## src/rtl/seq_divider.sv

```systemverilog
// seq_divider: restoring shift-subtract unsigned divider, one quotient bit per clock
module subtractor #(
    parameter int WIDTH = 8
) (
    input  logic [WIDTH-1:0] a,
    input  logic [WIDTH-1:0] b,
    output logic [WIDTH-1:0] diff
);
    assign diff = a - b;
endmodule

module seq_divider #(
    parameter int SIZE = 32
) (
    input  logic            clk,
    input  logic            rst,
    input  logic            start,
    input  logic [SIZE-1:0] dividend,
    input  logic [SIZE-1:0] divisor,
    output logic            busy,
    output logic            done,
    output logic [SIZE-1:0] quotient,
    output logic [SIZE-1:0] remainder,
    output logic            div_by_zero
);
    localparam int CW = $clog2(SIZE + 1);
    localparam logic [1:0] IDLE = 2'd0;
    localparam logic [1:0] RUN  = 2'd1;
    localparam logic [1:0] DONE = 2'd2;

    logic [1:0]      state_q, state_d;
    logic [CW-1:0]   cnt_q, cnt_d;
    logic [SIZE-1:0] rem_q, rem_d;
    logic [SIZE-1:0] quo_q, quo_d;
    logic [SIZE-1:0] div_q, div_d;
    logic            zero_q, zero_d;
    logic [SIZE-1:0] quotient_q, quotient_d;
    logic [SIZE-1:0] remainder_q, remainder_d;
    logic            dbz_q, dbz_d;
    logic [SIZE:0]   shifted, trial;
    logic            accept;

    assign shifted = {rem_q, quo_q[SIZE-1]};

    subtractor #(.WIDTH(SIZE + 1)) u_sub (
        .a    (shifted),
        .b    ({1'b0, div_q}),
        .diff (trial)
    );

    // zero_q marks the single wait cycle of a divide-by-zero request before DONE
    assign accept = start && ((state_q == IDLE && !zero_q) || state_q == DONE);

    always_comb begin
        state_d     = state_q;
        cnt_d       = cnt_q;
        rem_d       = rem_q;
        quo_d       = quo_q;
        div_d       = div_q;
        zero_d      = zero_q;
        quotient_d  = quotient_q;
        remainder_d = remainder_q;
        dbz_d       = dbz_q;
        if (state_q == RUN) begin
            rem_d = trial[SIZE] ? shifted[SIZE-1:0] : trial[SIZE-1:0];
            quo_d = {quo_q[SIZE-2:0], ~trial[SIZE]};
            cnt_d = cnt_q - CW'(1);
            if (cnt_q == CW'(1)) begin
                state_d     = DONE;
                quotient_d  = quo_d;
                remainder_d = rem_d;
                dbz_d       = 1'b0;
            end
        end else if (zero_q) begin
            state_d     = DONE;
            zero_d      = 1'b0;
            quotient_d  = '1;
            remainder_d = quo_q;
            dbz_d       = 1'b1;
        end else if (state_q == DONE) begin
            state_d = IDLE;
        end
        if (accept) begin
            div_d   = divisor;
            quo_d   = dividend;
            rem_d   = '0;
            cnt_d   = CW'(SIZE);
            zero_d  = (divisor == '0);
            state_d = (divisor == '0) ? IDLE : RUN;
        end
    end

    always_ff @(posedge clk) begin
        if (rst) begin
            state_q     <= IDLE;
            cnt_q       <= '0;
            rem_q       <= '0;
            quo_q       <= '0;
            div_q       <= '0;
            zero_q      <= 1'b0;
            quotient_q  <= '0;
            remainder_q <= '0;
            dbz_q       <= 1'b0;
        end else begin
            state_q     <= state_d;
            cnt_q       <= cnt_d;
            rem_q       <= rem_d;
            quo_q       <= quo_d;
            div_q       <= div_d;
            zero_q      <= zero_d;
            quotient_q  <= quotient_d;
            remainder_q <= remainder_d;
            dbz_q       <= dbz_d;
        end
    end

    assign busy        = (state_q == RUN);
    assign done        = (state_q == DONE);
    assign quotient    = quotient_q;
    assign remainder   = remainder_q;
    assign div_by_zero = dbz_q;
endmodule

```

## config.mk

```make
export PLATFORM = sky130hd
export DESIGN_NAME = seq_divider
export DESIGN_NICKNAME = d
export VERILOG_FILES = /design/src/rtl/seq_divider.sv
export SDC_FILE = /design/constraint.sdc
export NUM_CORES = 1
export LEC_CHECK = 0
export CAP_MARGIN = 25
export CORE_MARGIN = 3
export CORE_UTILIZATION = 24
export CTS_BUF_LIST = sky130_fd_sc_hd__clkbuf_8 sky130_fd_sc_hd__clkbuf_16
export CTS_CLUSTER_DIAMETER = 40
export CTS_CLUSTER_SIZE = 30
export DETAILED_ROUTE_END_ITERATION = 10
export PLACE_DENSITY_LB_ADDON = 0.2
export SKIP_CTS_REPAIR_TIMING = 1
export SYNTH_ARGS = -nofsm -noshare
export SYNTH_HDL_FRONTEND = slang
export SYNTH_SLANG_ARGS = --single-unit
```

## constraint.sdc

```tcl
create_clock -name clk -period 8.5 [get_ports clk]
set_input_delay 0.85 -clock clk [delete_from_list [all_inputs] [get_ports clk]]
set_output_delay 0.85 -clock clk [all_outputs]
set_load 0.05 [all_outputs]
```

== Word level (Yosys, flattened, before mapping) ==
Index checks and enable logic that the tools add are counted.

* Bits in registers: 170
* Latch bits: 0
* RAM bits: 0
* ROM bits: 0
* Output and inout bits: 67
* Memories: 0

* $add $sub $neg: 2
* Multiply operators: 0
* Divide/modulo/power cells: 0
* Magnitude comparators: 0
* Equality and inequality tests: 6
* Shift-type cells: 0
* Multiplexer cells: 22
* Bitwise operators: 1
* Reduce and logical (&&, ||, !) cells: 12

{| class="wikitable"
|+ Operators with widths
! operator !! count
|-
| $mux W32 || 9
|-
| $sub A33 B32 Y33 || 1
|-
| $logic_not A32 Y1 || 1
|-
| $mux W6 || 2
|-
| $mux W2 || 5
|-
| $eq A6 B1 Y1 const B || 1
|-
| $mux W1 || 6
|-
| $sub A6 B1 Y6 const B || 1
|-
| $ne A2 B1 Y1 const B || 2
|-
| $reduce_and A2 Y1 || 2
|-
| $reduce_bool A2 Y1 || 2
|-
| $reduce_bool A4 Y1 || 1
|-
| $ne A3 B1 Y1 const B || 1
|-
| $eq A2 B1 Y1 const B || 1
|-
| $eq A2 B2 Y1 const B || 1
|-
| $logic_and A1 B1 Y1 || 2
|-
| $logic_not A2 Y1 || 1
|-
| $reduce_or A2 Y1 || 1
|-
| $logic_not A1 Y1 || 1
|-
| $logic_or A1 B1 Y1 || 1
|-
| $not A1 Y1 || 1
|}

== Logic depth before layout (Yosys ltp) ==
Gate-level depths: netlist (run 1).

* Depth after elaboration: 6
* Gate-level depth with buffers: 14

== Hierarchy ==
Synthesis (run 1) repeated with hierarchy kept, for this count alone.

* Cell total of the unflattened synthesis: 1014
* Area total of the unflattened synthesis: 8842.2 µm²

{| class="wikitable"
|+ Modules (own cells, without submodules)
! module !! times used !! cells an instance !! area an instance (µm²)
|-
| seq_divider || 1 || 718 || 6865.3
|-
| subtractor || 1 || 296 || 1976.9
|}

== Worst setup path after synthesis (run 1) ==
Ideal clock, no wire load.

* Path kind: reg-to-reg
* Start: register quo_q[31]
* End: register remainder_q[31] (netlist: remainder[31])
* Library setup time: 0.086 ns
* Data arrival time: 2.911 ns
* Data required time: 8.414 ns
* Setup slack: 5.504 ns
* Cell stages (with the launch flop): 13
* Path buffers: 1
* Cells stage by stage: dfxtp_1 > inv_1 > ha_1 > fa_1 > nand2b_1 > a21oi_1 > o21a_1 > a31oi_2 > a2111o_1 > o211ai_4 > buf_8 > mux2_2 > a211oi_1

* Cells in the longest elaborated chain, start to end: 4

{| class="wikitable"
|+ Ends and longest elaborated chain
! element !! RTL line !! source
|-
| from (decl) || 34 || <nowiki>logic [SIZE-1:0] quo_q, quo_d;</nowiki>
|-
| from (signal assigned) || 108 || <nowiki>quo_q <= quo_d;</nowiki>
|-
| $sub A33 B32 Y33 || 9 || <nowiki>assign diff = a - b;</nowiki>
|-
| $mux W32 || 65 || <nowiki>rem_d = trial[SIZE] ? shifted[SIZE-1:0] : trial[SIZE-1:0];</nowiki>
|-
| $mux W32 || 68 || <nowiki>if (cnt_q == CW'(1)) begin</nowiki>
|-
| $mux W32 * || 64 || <nowiki>if (state_q == RUN) begin</nowiki>
|-
| to (signal assigned) || 112 || <nowiki>remainder_q <= remainder_d;</nowiki>
|-
| to (decl) || 38 || <nowiki>logic [SIZE-1:0] remainder_q, remainder_d;</nowiki>
|}

Mark *: on every way between the ends. The rest lies on a longest branch, timed or not. The select of a mux whose other input is x is not followed.
A chain may end at the register's enable or synchronous reset.

== Final worst setup path (run 1) ==
* Start: register quo_q[31]
* End: register remainder_q[15] (netlist: remainder[15])

* Cells in the longest elaborated chain, start to end: 4

{| class="wikitable"
|+ Ends and longest elaborated chain
! element !! RTL line
|-
| $sub A33 B32 Y33 || 9
|-
| $mux W32 || 65
|-
| $mux W32 || 68
|-
| $mux W32 || 64
|}

No other way between the ends. The select of a mux whose other input is x is not followed.

==> impl_metrics.toml, run 1 <==
[pwr]
power_switching_mw = 1.76
power_density_nw_per_um2 = 353
power_frac_clock = 0.209
p_int_mw = 2.21
power_frac_seq = 0.269
p_leak_nw = 4.12
comb_power_share = 0.522
switching_share = 0.443
peakVddDrop_mv = 0.213

[timing]
fmax_mhz = 266
rsz0062_at_grt = "false"
hold_viol = 0
skew_ns = 0.00880
fin_setup_tns_ns = 0
drv_slew = 0
tightestPinTransition_ns = 0.856
relSlewSlack = 0.429
timing.final.crit_share = 0.442
post-route-min-period_ns = 3.76
holdWs_ns = 0.452
report.final.setup_viol = 0

[status]
status = "complete, no violations"

[route]
vias = 8146
drc = 0
drt_iter0_markers = 524
wirelength_um = 30100
antenna_left = 0
vias_per_cell = 4.90
drt_pass1_iterations = 5
wl_per_cell_um = 18.1

[die]
die_w_um = 199
initial_core_util = 0.246
num_rows = 69
die_area_um2 = 39400
ios = 134
core-area_um2 = 36100
die_h_um = 199

[cts]
numCtsBuffers = 17
root_buffer = "clkbuf_16"
htree_levels = 4
clock_latency_ns = 0.43
clk_path_buf_depth = 2
clock_sinks = 170
clk_pin_slew_ns = 0.07
cts_tree = "built"

[setup_path]
critPathLaunchType = "flip-flop"
critical_path.max_fanout = 37
worstSetupEndpointType = "flip-flop"
worst-setup-path-type = "flip-flop to flip-flop"
critical_path_arrival_ns = 4.09
required_ns = 8.83

[placed_design]
globalplace.congestion = 0.853
numPortBuffers = 133
place_hpwl_um = 21800

[synthesis]
ys_ff_latch = 170
synthFlopType = "dfxtp_1"
synth_cells = 1100
synth_top_area_frac = 0.383
yosys-top-cells-count = "170 x dfxtp_1, 136 x nor2_1, 107 x nand2_1, 96 x a21oi_1, 70 x nor3_1"
synth.most_common_cell = "dfxtp_1"
synth_compound_area_frac = 0.221
ys_warn_count = 0
synth_top_area_cell = "dfxtp_1"
synth_cell_types = 70
avgSynthCellArea_um2 = 8.09
syn_area_um2 = 8890
synth_top_family_by_area = "compound AO/OA/AOI/OAI gates"
synth.area.mux_share = 0.0487
synth_fa_ha_area_frac = 0.0557
yosys.area_share.simple = 0.203
synth_xor_area_frac = 0.0315
yosysSeqAreaShare = 0.383
syn_nets = 1206
async_reset_ff_frac = 0
synth-edff-count = 0
synth_top_cells_by_area = "dfxtp_1 38%, nor2_1 5.7%, a21oi_1 5.4%, ha_1 5.3%, mux2i_1 4.6%"

[grt]
overflow = 0
antenna_found_initial = 0
grt_max_degree = 94
grt.total_usage = 0.153
grt_pass1_vias = 8029
grt_pass1_wl_um = 47400

[final_layout]
multi_input_area_um2 = 5020
drive_gt1_frac = 0.0583
final-seq-area_um2 = 3400
synthToLayoutAreaGrowth_pct = 26.6
nNetsFinal = 1294
num-fill-cells = 3856

[min_path]
hold_path_class = "flip-flop to flip-flop"

[run]
maxCapViolations = 0
-- cell families after synthesis --
family / Yosys count
and+or+nand+nor: 397
buffers and inverters: 127
muxes: 43
adders and majority gates: 39
DFF: 170
xor gates and xnor gates: 32
AOI/OAI and AO/OA: 292
-- path summary, 6_finish.rpt --
check / startpoint / to / slack, ns / depth (start not counted)
max: quo_q[31]$_SDFFE_PP0P_ / remainder[15]$_SDFFE_PP0P_ / 4.74 / 12
min reg2reg: div_q[13]$_SDFFE_PP0P_ / div_q[13]$_SDFFE_PP0P_ / 0.45 / 2
min: div_q[13]$_SDFFE_PP0P_ / div_q[13]$_SDFFE_PP0P_ / 0.45 / 2
max reg2reg: quo_q[31]$_SDFFE_PP0P_ / remainder[15]$_SDFFE_PP0P_ / 4.74 / 12
-- cell type report --
type / count / share of cell area
inverters: 49 / 0.0163
well taps: 461 / 0.0512
flip-flops and latches: 170 / 0.302
repair buffers: 147 / 0.129
multi-input cells: 803 / 0.446
diodes: 2 / 0.000445
clock buffers: 18 / 0.0390
clock inverters: 13 / 0.0157
-- per-stage QoR --
| step | instances | setup WS (ns) | utilization | power [mW] | area (µm²) |
|---|---|---|---|---|---|
| 3_3_place_gp | 1629 | 4.83 | 0.294 | 3.14 | 10600 |
| 2_1_floorplan | 1100 | 5.50 | - | 2.62 | 8890 |
| 6_report | 1663 | 4.74 | 0.312 | 3.97 | 11300 |
| 5_1_grt | 1661 | 4.48 | 0.312 | 4.28 | 11300 |
| 4_1_cts | 1660 | 4.72 | 0.311 | 3.99 | 11200 |
| 3_5_place_dp | 1629 | 4.76 | 0.294 | 3.14 | 10600 |
-- registers in the layout, summed over array words and instances, names as in the netlist --
register,count
rem_q,32
zero_q,1
quotient,32
div_by_zero,1
quo_q,32
cnt_q,6
state_q,2
remainder,32
div_q,32
-- cells in the final DEF (no fill, tap or decap), drive strengths merged, types with 8 or more instances in the layout --
cell	n
mux2i	41
nor2	136
o22ai	8
nand2	107
xnor2	17
nand2b	9
nor4	13
a211oi	36
inv	52
buf	15
clkbuf	18
xor2	15
dfxtp	170
ha	38
o31ai	15
nor3	70
a22oi	10
a21oi	97
nand3b	13
o21ai	52
nand3	17
clkdlybuf4s50	132
o41ai	13
-- routing by layer --
metal,wire length [µm],GRT usage,vias to the layer above
li1,-,-,4102
met1,15100,0.217,3868
met2,13100,0.235,160
met3,1610,0.0403,16
met4,312,0.0344,0
met5,0,0,-
-- critical path: stages, from the launching register on --
cell and delay [ns]:
dfxtp_1 0.35, inv_1 0.07, ha_1 0.22, fa_1 0.41, nand2b_1 0.19, a21oi_1 0.19, o21a_1 0.28, a31oi_2 0.18
a2111o_1 0.45, o211ai_4 0.20, buf_4 0.48, mux2i_1 0.23, a2111oi_2 0.37
-- power groups by stage --
stage	clock network, mW	logic [mW]	registers (mW)
final	0.830	2.07	1.07
after global routing	0.885	2.30	1.09
after CTS	0.853	2.07	1.07
after detailed placement	0	2.06	1.08
after global placement	0	2.06	1.08
after floorplan	0	1.55	1.07
Power figures use the tool's default switching activity.
==> run 2, diff against run 1 <==
clock period = 3.8 ns   (was 8.5 ns; I/O delays follow)
==> run 2 against run 1 <==
Against the previous run: hold slack improved by 0.0030 ns; register-to-register slack got worse by 4.4 ns; clock skew increased by 0.0035 ns; flip-flop and latch count unchanged; non-clock buffer count increased by 8.
==> impl_metrics.toml, run 2 (synthesis gave the netlist of run 1 again) <==
[status]
status = "complete, no violations"

[final_layout]
num-fill-cells = 3826
final_util = 0.313
final_cell_mix = "170 x dfxtp_1, 135 x nor2_1, 132 x clkdlybuf4s50_1"
final_cells = 1671
nNetsFinal = 1303
final_common_cell = "dfxtp_1"
multi_input_area_um2 = 5030
num_antenna_cells = 0
final-seq-area_um2 = 3400
drive_gt1_frac = 0.0645
synthToLayoutAreaGrowth_pct = 27.1

[pwr]
p_int_mw = 4.96
total_power_mw = 9.00
power_frac_clock = 0.196
power_frac_seq = 0.263
power_density_nw_per_um2 = 796
p_leak_nw = 4.15
peakVddDrop_mv = 0.307
comb_power_share = 0.541
power_switching_mw = 4.04
switching_share = 0.449

[setup_path]
crit_chain = "inv_1, ha_1, fa_1, nand2b_1, a21oi_1, o21a_1, a31oi_2, a2111o_1, o211ai_4, buf_12, or3_1, o41ai_1, o41ai_1"
crit_path_max_incr_delay_ns = 0.50
critical_path.max_fanout = 21
crit_start = "quo_q[31]$_SDFFE_PP0P_"
critical_path_arrival_ns = 3.82
r2r-start = "quo_q[31]$_SDFFE_PP0P_"
required_ns = 4.13
rr_worst_depth = 13
critPathLaunchType = "flip-flop"
crit_path_frequent_cell = "o41ai_1"
worst-setup-path-type = "flip-flop to flip-flop"
r2r_slack_ns = 0.31
cp_slowest_cell = "a2111o_1"
worstSetupEndpointType = "flip-flop"

[die]
core-area_um2 = 36100
num_rows = 69
die_area_um2 = 39400
die_w_um = 199
initial_core_util = 0.246
die_h_um = 199
ios = 134

[cts]
root_buffer = "clkbuf_16"
htree_levels = 4
clock_sinks = 170
clk_path_buf_depth = 2
clk_pin_slew_ns = 0.07
numCtsBuffers = 17
clock_latency_ns = 0.43
cts_tree = "built"

[run]
maxCapViolations = 0

[placed_design]
globalplace.congestion = 0.867
numPortBuffers = 133
place_ws_ns = 0.230
place_hpwl_um = 21900
dpl.cell_count = 1638

[timing]
tightestPinTransition_ns = 0.786
fmax_mhz = 287
fin_ws_ns = 0.310
holdWs_ns = 0.455
timing.final.crit_share = 0.918
skew_ns = 0.0123
post-route-min-period_ns = 3.49
report.final.setup_viol = 0
drv_slew = 0
relSlewSlack = 0.475
hold_viol = 0

[grt]
overflow = 0
grt_pass1_wl_um = 46400
grt_pass1_vias = 7967
grt_max_degree = 86
antenna_found_initial = 0
grt.total_usage = 0.149

[route]
drt_iter0_markers = 443
drc = 0
wirelength_um = 30100
vias = 8170
vias_per_cell = 4.89
drt_pass1_iterations = 5
antenna_left = 0
wl_per_cell_um = 18.0

[min_path]
holdPathStages = 2
hold_start = "div_q[31]$_SDFFE_PP0P_"
hold_path_class = "flip-flop to flip-flop"
## run 2: worst max-delay path: cells and delay by family, from the launching register on
kind	cells	cell delay, ns
AOI/OAI and AO/OA	7	1.84
adders and majority gates	2	0.61
buffers and inverters	2	0.30
DFF	1	0.35
and+or+nand+nor	2	0.29
## run 2: through the flow
stage | area [µm²] | TNS [ns]
4_1_cts | 11300 | 0
6_report | 11300 | 0
2_1_floorplan | 8890 | 0
3_5_place_dp | 10700 | 0
5_1_grt | 11300 | -0.00116
3_3_place_gp | 10700 | 0
## run 2: cell type report
class | instances | area share
timing repair buffer | 155 | 0.134
clock buffer | 20 | 0.0413
tap | 461 | 0.0510
sequential | 170 | 0.301
inverter | 49 | 0.0163
clock inverter | 12 | 0.0110
multi-input combinational | 804 | 0.445
## run 2: worst paths after layout
path | end
worst max register to register | remainder[14]$_SDFFE_PP0P_
worst min register to register | div_q[31]$_SDFFE_PP0P_
worst max-delay path | remainder[14]$_SDFFE_PP0P_
worst min-delay path | div_q[31]$_SDFFE_PP0P_
## run 2: per-layer routing
metal | routed length, µm | global-route usage
met3 | 1560 | 0.0342
met2 | 12900 | 0.229
met5 | 0 | 0
met4 | 298 | 0.0333
met1 | 15300 | 0.214
## run 2: power by group through the flow
stage	Combinational [mW]	Sequential, mW	Clock, mW
4_1_cts	4.83	2.37	1.81
5_1_grt	5.35	2.41	1.89
2_1_floorplan	3.48	2.38	0
3_5_place_dp	4.80	2.41	0
6_report	4.86	2.37	1.77
3_3_place_gp	4.80	2.40	0
==> run 3, diff against run 2 <==
SLEW_MARGIN = 20   (was unset)
==> results of run 3 <==
No change in the layout: final DEF, timing and power equal those of run 2.
